$ cat src/rtl/div_seq.sv
// Sequential unsigned restoring divider: one quotient bit per clock, start/busy/done handshake.
// Dividend on g_input, divisor on e_input; quotient on o, remainder on rem after N RUN cycles.
module div_seq #(
    parameter int N = 32
) (
    input  logic         clk,
    input  logic         rst,
    input  logic         start,
    input  logic [N-1:0] g_input,
    input  logic [N-1:0] e_input,
    output logic [N-1:0] o,
    output logic [N-1:0] rem,
    output logic         busy,
    output logic         done
);

    localparam int CW = (N > 2) ? $clog2(N) : 1;

    localparam logic [0:0]    IDLE = 1'b0;
    localparam logic [0:0]    RUN  = 1'b1;
    localparam logic [CW-1:0] LAST = CW'(N - 1);

    logic [0:0]    state;
    logic [N-1:0]  q_reg;
    logic [N-1:0]  d_reg;
    // The partial remainder only ever holds a value below 2^N after a
    // restoring step (T[N]=0 whenever T is kept), so its top bit is always
    // zero and is not stored; the N+1-bit width lives in p_shift/trial.
    logic [N-1:0]  p_reg;
    logic [CW-1:0] cnt;

    logic [N:0]    p_shift;
    logic [N:0]    trial;
    logic [N-1:0]  q_next;
    logic [N-1:0]  p_next;

    // NOTE: every always_comb output is assigned on every path, so no latches.
    always_comb begin
        p_shift = {p_reg, q_reg[N-1]};
        trial   = p_shift - {1'b0, d_reg};
        q_next  = {q_reg[N-2:0], ~trial[N]};
        p_next  = trial[N] ? p_shift[N-1:0] : trial[N-1:0];
    end

    assign busy = (state == RUN);

    // NOTE: sequential state uses non-blocking assignments only; the whole
    // datapath is reset too, so an aborted operation leaves nothing behind.
    always_ff @(posedge clk or negedge rst) begin
        if (!rst) begin
            state <= IDLE;
            q_reg <= '0;
            d_reg <= '0;
            p_reg <= '0;
            cnt   <= '0;
            o     <= '0;
            rem   <= '0;
            done  <= 1'b0;
        end else begin
            done <= 1'b0;
            case (state)
                IDLE: begin
                    if (start) begin
                        q_reg <= g_input;
                        d_reg <= e_input;
                        p_reg <= '0;
                        cnt   <= '0;
                        state <= RUN;
                    end
                end
                RUN: begin
                    q_reg <= q_next;
                    p_reg <= p_next;
                    cnt   <= cnt + 1'b1;
                    if (cnt == LAST) begin
                        o     <= q_next;
                        rem   <= p_next;
                        done  <= 1'b1;
                        state <= IDLE;
                    end
                end
                default: state <= IDLE;
            endcase
        end
    end

endmodule

$ cat config.mk
export PLATFORM = sky130hd
export DESIGN_NAME = div_seq
export DESIGN_NICKNAME = d
export VERILOG_FILES = /design/src/rtl/div_seq.sv
export SDC_FILE = /design/constraint.sdc
export NUM_CORES = 1
export LEC_CHECK = 0
export BUFFER_PORTS_ARGS = -buffer_cell sky130_fd_sc_hd__buf_2
export CAP_MARGIN = 20
export CORE_ASPECT_RATIO = 1.25
export CORE_MARGIN = 2
export CORE_UTILIZATION = 40
export CTS_BUF_LIST = sky130_fd_sc_hd__clkbuf_8
export DETAILED_ROUTE_END_ITERATION = 16
export PLACE_DENSITY = 0.56
export SYNTH_ARGS = -nofsm -noshare
export SYNTH_HDL_FRONTEND = slang
export SYNTH_SLANG_ARGS = --single-unit
export TNS_END_PERCENT = 100
$ cat constraint.sdc
create_clock -name clk -period 4.86 [get_ports clk]
set_clock_uncertainty 0.15 [all_clocks]
set_input_delay 0.243 -clock clk [delete_from_list [all_inputs] [get_ports clk]]
set_output_delay 0.243 -clock clk [all_outputs]
set_load 0.02 [all_outputs]
==> results.yml, run 1 <==
placed_design:
  port_buffers: 132
  hpwl_um: 16960
  gp_congestion: 0.8981
cells_and_area:
  n_antenna_cell: 0
  fillers: 2214
  fin_nets: 1304
  drive_gt1_share_pct: 16.13
  synthToLayoutAreaGrowth_pct: 21.07
global_routing:
  grt_pass1_wl_um: 41230
  grt_max_degree: 104
  grt_pass1_vias: 8051
  busiest_layer: "met2"
  overflow: 0
  use_met3_pct: 2.735
  use_met2_pct: 35.33
  grtUsageMet1_pct: 27.50
  antenna_found_initial: 0
  globalRouteTotalUtil_pct: 20.71
power:
  power_frac_clock_pct: 10.6
  power.leakage_nw: 5.234
  switching_share_pct: 50.23
  p_sw_w: 0.004742
  combPwrFrac_pct: 62.9
  power.density_nw_per_um2: 847.3
  p_int_w: 0.004699
  vdd_drop_max_mv: 0.4333
  pwr-share-seq_pct: 26.5
timing:
  hold_violations: 0
  rsz0062_at_grt: "no"
  fin_setup_tns_ps: 0
  hold_slack_ps: 170.3
  finalSetupViolations: 0
  fin_crit_ps: 3954
  post-route-period-util_pct: 81.37
  drv_slew: 0
  slew_headroom_pct: 35.64
  worstMarginPinSlew_ps: 965.5
  fmax_mhz: 252.9
yosys:
  syn-num-nets: 1144
  synth_area_leaders: "dfrtp_1 45%, nand2_1 8.8%, o21ai_0 6.0%"
  synth_ff_type: "dfrtp_1"
  synth_common_cells: "215 x nand2_1, 167 x dfrtp_1, 111 x o21ai_0"
  yosysMostFrequentCell: "nand2_1"
  synth_edf_count: 0
  synthCells: 1042
  async_flop_share_pct: 100.0
  ys_types: 65
  ys.warnings.count: 0
  synth_top_area_share_pct: 45.41
  yosys.area.top_type: "dfrtp_1"
  seq_area_frac_synth_pct: 45.41
  synth_seq_cells: 167
  synth_area_per_cell_sq_um: 8.832
  synth_area_sq_um: 9203
clock_tree:
  htree_num_levels: 4
  cts_resized: 0
  tritoncts: "done"
  clk_transition_reported_paths_ps: 100
  clkLatencyLatePin_ps: 470
  postCtsSetupBuffers: 0
  cts_buffers: 17
  clock-sinks: 167
  clock-root-buffer: "clkbuf_8"
  clockBufferDepth: 2
drt:
  vias_per_cell: 5.367
  wl_per_cell_um: 16.65
  wl_um: 25030
  antenna_left: 0
  drc: 0
  first_pass_iters: 5
  vias: 8067
  drt_iter0_markers: 387
worst_setup_path:
  path_max_fanout: 29
  cpMaxStageDelayCell: "nand3_2"
  cp_top_family: "compound AO/OA/AOI/OAI gates"
  cp_cell_sequence: "inv_1 -> ha_1 -> fa_1 -> nor2b_1 -> o211a_1 -> o31ai_1 -> o41a_1 -> nand3b_1 -> nand3_2 -> buf_4 -> a41o_1 -> o21bai_1"
  reg2reg_slack_ps: 910
  end_kind: "register"
  cp-start-kind: "register"
  arrival_ps: 4140
  crit_buf_inv: 2
  worstPathRequired_ps: 5050
  cpPeakStageDelay_ps: 550
  worstSetupPathType: "reg -> reg"
floorplan:
  start_util_pct: 40.35
  core_area_sq_um: 22810
  io_pins: 133
  die_w_um: 139.7
  rows: 62
  chipHeight_um: 173.6
  die-area_sq_um: 24240
run:
  drv_cap: 0
status:
  status: "complete, no violations"
min_path:
  hold_class: "in -> reg"
## power groups by stage
stage                     Clock (W)  Sequential [W]  Combinational, W
final                      0.000998         0.00250           0.00594
after global routing        0.00108         0.00260           0.00666
after CTS                   0.00103         0.00251           0.00594
after detailed placement          0         0.00253           0.00586
after global placement            0         0.00252           0.00582
after floorplan                   0         0.00269           0.00416
## routing by layer
metal	share of wire [%]	vias to the layer above
met1	47	3860
met2	48	169
li1	-	4007
met4	2.0	0
met5	0	-
met3	3.3	31
## kinds of logic after synthesis
logic type | share of synthesized area (%)
AOI/OAI and AO/OA | 20.12
xor gates and xnor gates | 2.855
adders and majority gates | 4.840
buffers and inverters | 4.894
DFF | 45.41
muxes | 3.603
and+or+nand+nor | 18.27
## cell usage in the layout (no fill, tap or decap), drive strengths merged, types with 3 or more instances in the layout
master	n
nand2	215
dfrtp	167
buf	146
o21ai	114
dlygate4sd3	65
inv	47
nor2	45
a21oi	41
nand3	40
ha	34
mux2i	32
and3	22
a31oi	22
xnor2	17
clkbuf	17
o31ai	16
a21o	15
nor3	13
xor2	13
a41oi	11
nand4	10
o21bai	9
o21a	8
or3	8
o221ai	7
clkinv	7
and2	6
a41o	6
nor2b	5
o211ai	5
o2111ai	4
o22ai	3
and4	3
or2	3
a31o	3
nor4	3
o311ai	3
o32ai	3
## area by class of cell
class / instances / area (sq um) / area share (%)
sequential: 167 / 4180 / 37.52
inverter: 39 / 146.4 / 1.314
clock buffer: 17 / 234.0 / 2.100
timing repair buffer: 211 / 1468 / 13.17
multi-input combinational: 766 / 4596 / 41.25
tap: 288 / 360.3 / 3.234
clock inverter: 15 / 157.7 / 1.415
## path summary, 6_finish.rpt
kind / cells after the start / startpoint / end
worst max-delay path: 12 / q_reg[31] / p_reg[9]
worst min-delay path: 4 / start / cnt[0]
worst max register to register: 12 / q_reg[31] / p_reg[9]
worst min register to register: 2 / o[22] / o[22]
max in group asynchronous: 3 / rst / busy
min in group asynchronous: 2 / rst / o[10]
## worst reg2reg max path, stage by stage, from the launching register on
cell,delay (ps)
dfrtp_1,400
inv_1,60
ha_1,220
fa_1,410
nor2b_1,190
o211a_1,210
o31ai_1,120
o41a_1,450
nand3b_1,200
nand3_2,550
buf_4,470
a41o_1,260
o21bai_1,150
## metrics by stage
| step | setup slack (ps) | cell area, sq um | cells | util [%] | total power, W |
|---|---|---|---|---|---|
| after global routing | 686.2 | 11140 | 1503 | 48.85 | 0.01033 |
| final | 905.6 | 11140 | 1503 | 48.85 | 0.009441 |
| after CTS | 946.7 | 11110 | 1502 | 48.73 | 0.009473 |
| after detailed placement | 949.8 | 10070 | 1405 | 44.16 | 0.008393 |
| after global placement | 1065 | 10070 | 1405 | 44.16 | 0.008342 |
| after floorplan | 1871 | 9203 | 1042 | - | 0.006850 |
## repair_timing
item	4_1_cts	5_1_grt
setup endpoints to repair	0	0
hold buffers	65	0
endpoints found under the hold margin	166	0
Note: power is estimated with default switching activity, not from simulation.
==> run 2, diff against run 1 <==
clock period = 4.1 ns   (was 4.86 ns; I/O delays follow)
==> results.yml, run 2 (synthesis gave the netlist of run 1 again) <==
worst_setup_path:
  arrival_ps: 3820
  cpPeakStageDelay_ps: 480
  path_max_fanout: 13
  cp-start-kind: "register"
  end_kind: "register"
  cpMaxStageDelayCell: "and3_1"
  worstSetupPathType: "reg -> reg"
  worstPathRequired_ps: 4330
  cp_cell_sequence: "ha_1 -> nand4_1 -> or3_1 -> o41a_1 -> nand3b_1 -> and3_1 -> buf_4 -> nor3_1 -> o32ai_1"
cells_and_area:
  synthToLayoutAreaGrowth_pct: 21.29
  drive_gt1_share_pct: 16.46
  n_antenna_cell: 0
  layout_commonest_cell: "nand2_1"
  fin_nets: 1310
  finalInstanceArea_sq_um: 11160
  final_cell_mix: "214 x nand2_1, 166 x dfrtp_1, 131 x buf_2"
drt:
  first_pass_iters: 5
  vias: 8120
  drt_iter0_markers: 391
  antenna_left: 0
  wl_um: 25000
  drc: 0
  wl_per_cell_um: 16.57
  vias_per_cell: 5.381
timing:
  finalSetupViolations: 0
  slew_headroom_pct: 41.73
  fin_crit_ps: 3588
  post-route-period-util_pct: 87.52
  drv_slew: 0
  rsz0062_at_grt: "no"
  worstMarginPinSlew_ps: 874.1
  fin_setup_tns_ps: 0
  hold_violations: 0
  fmax_mhz: 278.7
placed_design:
  gp_congestion: 0.8942
  hpwl_um: 17160
  post_dp_cell_area_sq_um: 10110
  port_buffers: 132
clock_tree:
  clock-root-buffer: "clkbuf_8"
  cts_buffers: 17
  clockBufferDepth: 2
  htree_num_levels: 4
  clock-sinks: 167
  clk_transition_reported_paths_ps: 90
  clkLatencyLatePin_ps: 480
  cts_resized: 0
  tritoncts: "done"
floorplan:
  start_util_pct: 40.35
  io_pins: 133
  die_w_um: 139.7
  core_area_sq_um: 22810
  chipHeight_um: 173.6
  die-area_sq_um: 24240
  rows: 62
min_path:
  hold_class: "in -> reg"
global_routing:
  overflow: 0
  antenna_found_initial: 0
  grt_pass1_vias: 8117
  globalRouteTotalUtil_pct: 21.05
  grt_max_degree: 96
  grt_pass1_wl_um: 41330
power:
  vdd_drop_max_mv: 0.4961
  power.leakage_nw: 5.251
  power.density_nw_per_um2: 1009
run:
  drv_cap: 0
status:
  status: "complete, no violations"
==> run 2: cell types whose count changed in the layout (fill, tap and decap cells not counted), moves of 2 or more <==
| cell | delta |
|---|---|
| buf_4 | +8 |
| bufinv_16 | +2 |
| clkinv_8 | -3 |
| clkinvlp_4 | +3 |
| inv_6 | -3 |
| inv_8 | -2 |
==> run 2: timing repair <==
item                                    in CTS  in global routing
buffers inserted                             0                  0
endpoints found under the hold margin      158                  0
endpoints found under the setup margin       0                  0
hold buffers                                65                  0
==> run 2: where the power goes <==
group	switching [W]	leakage [nW]	internal [W]	total, W
logic	0.00439	3.06	0.00272	0.00710
registers	0.000491	1.99	0.00245	0.00294
clock network	0.000652	0.199	0.000562	0.00121
total	0.00553	5.25	0.00573	0.0113
==> run 2: cell type report <==
type                            instances  area, sq um
Tap cell                              288        360.3
Clock inverter                         14        151.4
Timing Repair Buffer                  217         1480
Multi-Input combinational cell        766         4596
Fill cell                            2263        11640
Clock buffer                           18        247.7
Inverter                               39        146.4
Sequential cell                       167         4180
==> run 2: layer usage <==
metal  track usage (%)  wire length, um  vias up
met5                 0                0        -
met3             3.591              952       27
li1                  -                -     4022
met4             6.917              448        0
met2             36.64            12230      184
met1             26.61            11370     3887
==> run 2: per-stage QoR <==
stage          total power [W]  util (%)  setup WS [ps]  cells  hold slack, ps
6_report               0.01126     48.94          511.6   1509           173.4
5_1_grt                0.01228     48.94          215.6   1509           178.3
4_1_cts                0.01133     48.94          489.8   1509           135.0
3_5_place_dp           0.01001     44.34          518.3   1412           219.1
3_3_place_gp          0.009936     44.34          694.8   1412           222.2
2_1_floorplan         0.008120         -           1111   1042          -240.6
==> run 2: critical path: cells and delay by family (launching register included) <==
kind / cells / cell delay [ps]
buffers and inverters: 1 / 270
DFF: 1 / 430
and+or+nand+nor: 5 / 1430
AOI/OAI and AO/OA: 2 / 740
adders and majority gates: 1 / 470
==> run 2: path summary, 6_finish.rpt <==
path	start	end	slack, ps	depth (start not counted)
max in group asynchronous	rst	busy	2650	3
worst min register to register	o[22]	o[22]	320	2
worst max-delay path	p_reg[21]	p_reg[19]	510	9
worst max register to register	p_reg[21]	p_reg[19]	510	9
min in group asynchronous	rst	q_reg[9]	240	2
worst min-delay path	start	p_reg[28]	170	5
==> run 3, diff against run 2 <==
ABC_AREA = 1   (was default)
==> results.yml, run 3 <==
status:
  status: "complete, no violations"
floorplan:
  core_area_sq_um: 23570
  die-area_sq_um: 25020
  io_pins: 133
  rows: 63
  start_util_pct: 40.33
  die_w_um: 141.9
  chipHeight_um: 176.4
timing:
  hold_violations: 0
  finalSetupViolations: 0
  fin_crit_ps: 3188
  fin_setup_tns_ps: 0
  slew_headroom_pct: 32.86
  rsz0062_at_grt: "no"
  post-route-period-util_pct: 77.76
  drv_slew: 0
  worstMarginPinSlew_ps: 1006
  fmax_mhz: 313.6
yosys:
  synth_top_area_share_pct: 43.96
  syn-num-nets: 1433
  synthMuxAreaShare_pct: 0
  ys.warnings.count: 0
  synthAdderAreaFrac_pct: 4.686
  yosys.area.top_type: "dfrtp_1"
  synthCells: 1331
  synth_area_sq_um: 9505
  synth_ff_type: "dfrtp_1"
  ys_types: 30
  async_flop_share_pct: 100.0
  synth_top_family_by_area: "simple AND/OR/NAND/NOR gates"
  synth_simple_gate_area_share_pct: 31.66
  yosysMostFrequentCell: "nand2_1"
  synth_common_cells: "549 x nand2_1, 215 x inv_1, 167 x dfrtp_1"
  synth-xor-area-share_pct: 1.382
  synth_edf_count: 0
  synth_area_per_cell_sq_um: 7.142
  synth_compound_area_share_pct: 7.661
  synth_area_leaders: "dfrtp_1 44%, nand2_1 22%, inv_1 8.5%"
  synth_seq_cells: 167
  seq_area_frac_synth_pct: 43.96
global_routing:
  overflow: 0
  grt_pass1_wl_um: 42020
  globalRouteTotalUtil_pct: 21.11
  grt_max_degree: 95
  antenna_found_initial: 0
  grt_pass1_vias: 8639
worst_setup_path:
  cpMaxStageDelayCell: "nand2_4"
  cpPeakStageDelay_ps: 430
  crit_buf_inv: 2
  path_depth: 18
  cp_cell_sequence: "inv_1 -> ha_1 -> fa_1 -> inv_1 -> nand2_1 -> nand2_1 -> nand3_1 -> nand2_1 -> nand2_1 -> nand2_2 -> nand2_2 -> nand2_2 -> nand2_4 -> nand2_4 -> nand2_1 -> nand2_1 -> nand2_1 -> nand2_1"
  end_kind: "register"
  cp-start-kind: "register"
  arrival_ps: 3450
  crit_path_frequent_cell: "nand2_1"
  path_max_fanout: 34
  cp_top_family: "simple AND/OR/NAND/NOR gates"
  r2r_cells: 18
  worstSetupPathType: "reg -> reg"
  worstPathRequired_ps: 4360
cells_and_area:
  n_antenna_cell: 0
  final_cell_mix: "548 x nand2_1, 216 x inv_1, 167 x dfrtp_1"
  layout_commonest_cell: "nand2_1"
  multi_input_area_sq_um: 4324
  final_cells: 1817
  final_util_pct: 48.83
  ff_latch_area_sq_um: 4179
  fin_nets: 1614
  synthToLayoutAreaGrowth_pct: 21.07
  fillers: 2434
  drive_gt1_share_pct: 11.87
placed_design:
  hpwl_um: 18000
  gp_congestion: 0.9122
  dp.cells: 1718
  port_buffers: 132
drt:
  antenna_left: 0
  drc: 0
  drt_iter0_markers: 361
  vias_per_cell: 4.727
  vias: 8589
  wl_per_cell_um: 13.94
  wl_um: 25330
  first_pass_iters: 4
power:
  power.density_nw_per_um2: 937.0
  vdd_drop_max_mv: 0.3905
  power.leakage_nw: 6.410
clock_tree:
  clkLatencyLatePin_ps: 470
  clockBufferDepth: 2
  cts_resized: 0
  htree_num_levels: 4
  clock-root-buffer: "clkbuf_8"
  tritoncts: "done"
  cts_buffers: 17
  clk_transition_reported_paths_ps: 90
  clock-sinks: 167
min_path:
  hold_class: "in -> async"
run:
  drv_cap: 0
## run 3: cell families after synthesis
logic type,after synthesis
fa+ha+maj,35
flops,167
simple gates,731
buf+inv,263
xor+xnor,15
compound gates,120
## run 3: cell type report
| class | count | share of cell area, % |
|---|---|---|
| timing repair buffer | 208 | 12.43 |
| multi-input combinational | 901 | 37.57 |
| clock inverter | 14 | 1.283 |
| sequential | 167 | 36.31 |
| tap | 292 | 3.175 |
| clock buffer | 18 | 2.153 |
| inverter | 217 | 7.078 |
## run 3: worst paths after layout
check,to,slack [ps],startpoint
min in group clk,d_reg[23],320,e_input[23]
hold / removal,o[9],260,rst
setup reg to reg,p_reg[28],910,q_reg[31]
hold reg to reg,rem[19],330,rem[19]
setup / recovery,p_reg[28],910,q_reg[31]
max in group asynchronous,o[28],2650,rst
## run 3: through the flow
stage / hold WS (ps) / setup WS (ps) / total power [W] / cell area [sq um]
final: 255.3 / 911.7 / 0.01078 / 11510
after floorplan: -240.6 / 1758 / 0.007873 / 9505
after global placement: 217.3 / 831.9 / 0.009555 / 10440
after global routing: 301.7 / 594.2 / 0.01201 / 11510
after CTS: 266.9 / 841.5 / 0.01092 / 11510
after detailed placement: 219.3 / 851.2 / 0.009623 / 10440
## run 3: timing repair
| item | in CTS | in global routing |
|---|---|---|
| hold buffers | 67 | 0 |
| hold endpoints to repair | 159 | 0 |
| setup buffers | 0 | 0 |
## run 3: power by group
group          total [W]  internal (W)  switching (W)
clock network    0.00120      0.000563       0.000638
registers        0.00281       0.00244       0.000373
logic            0.00677       0.00233        0.00444
total             0.0108       0.00533        0.00545
## run 3: routing by layer
metal | part of all wire [%] | GRT usage (%)
met2 | 50 | 37.94
met4 | 2.1 | 6.917
met5 | 0 | 0
met3 | 2.7 | 3.716
met1 | 45 | 25.53
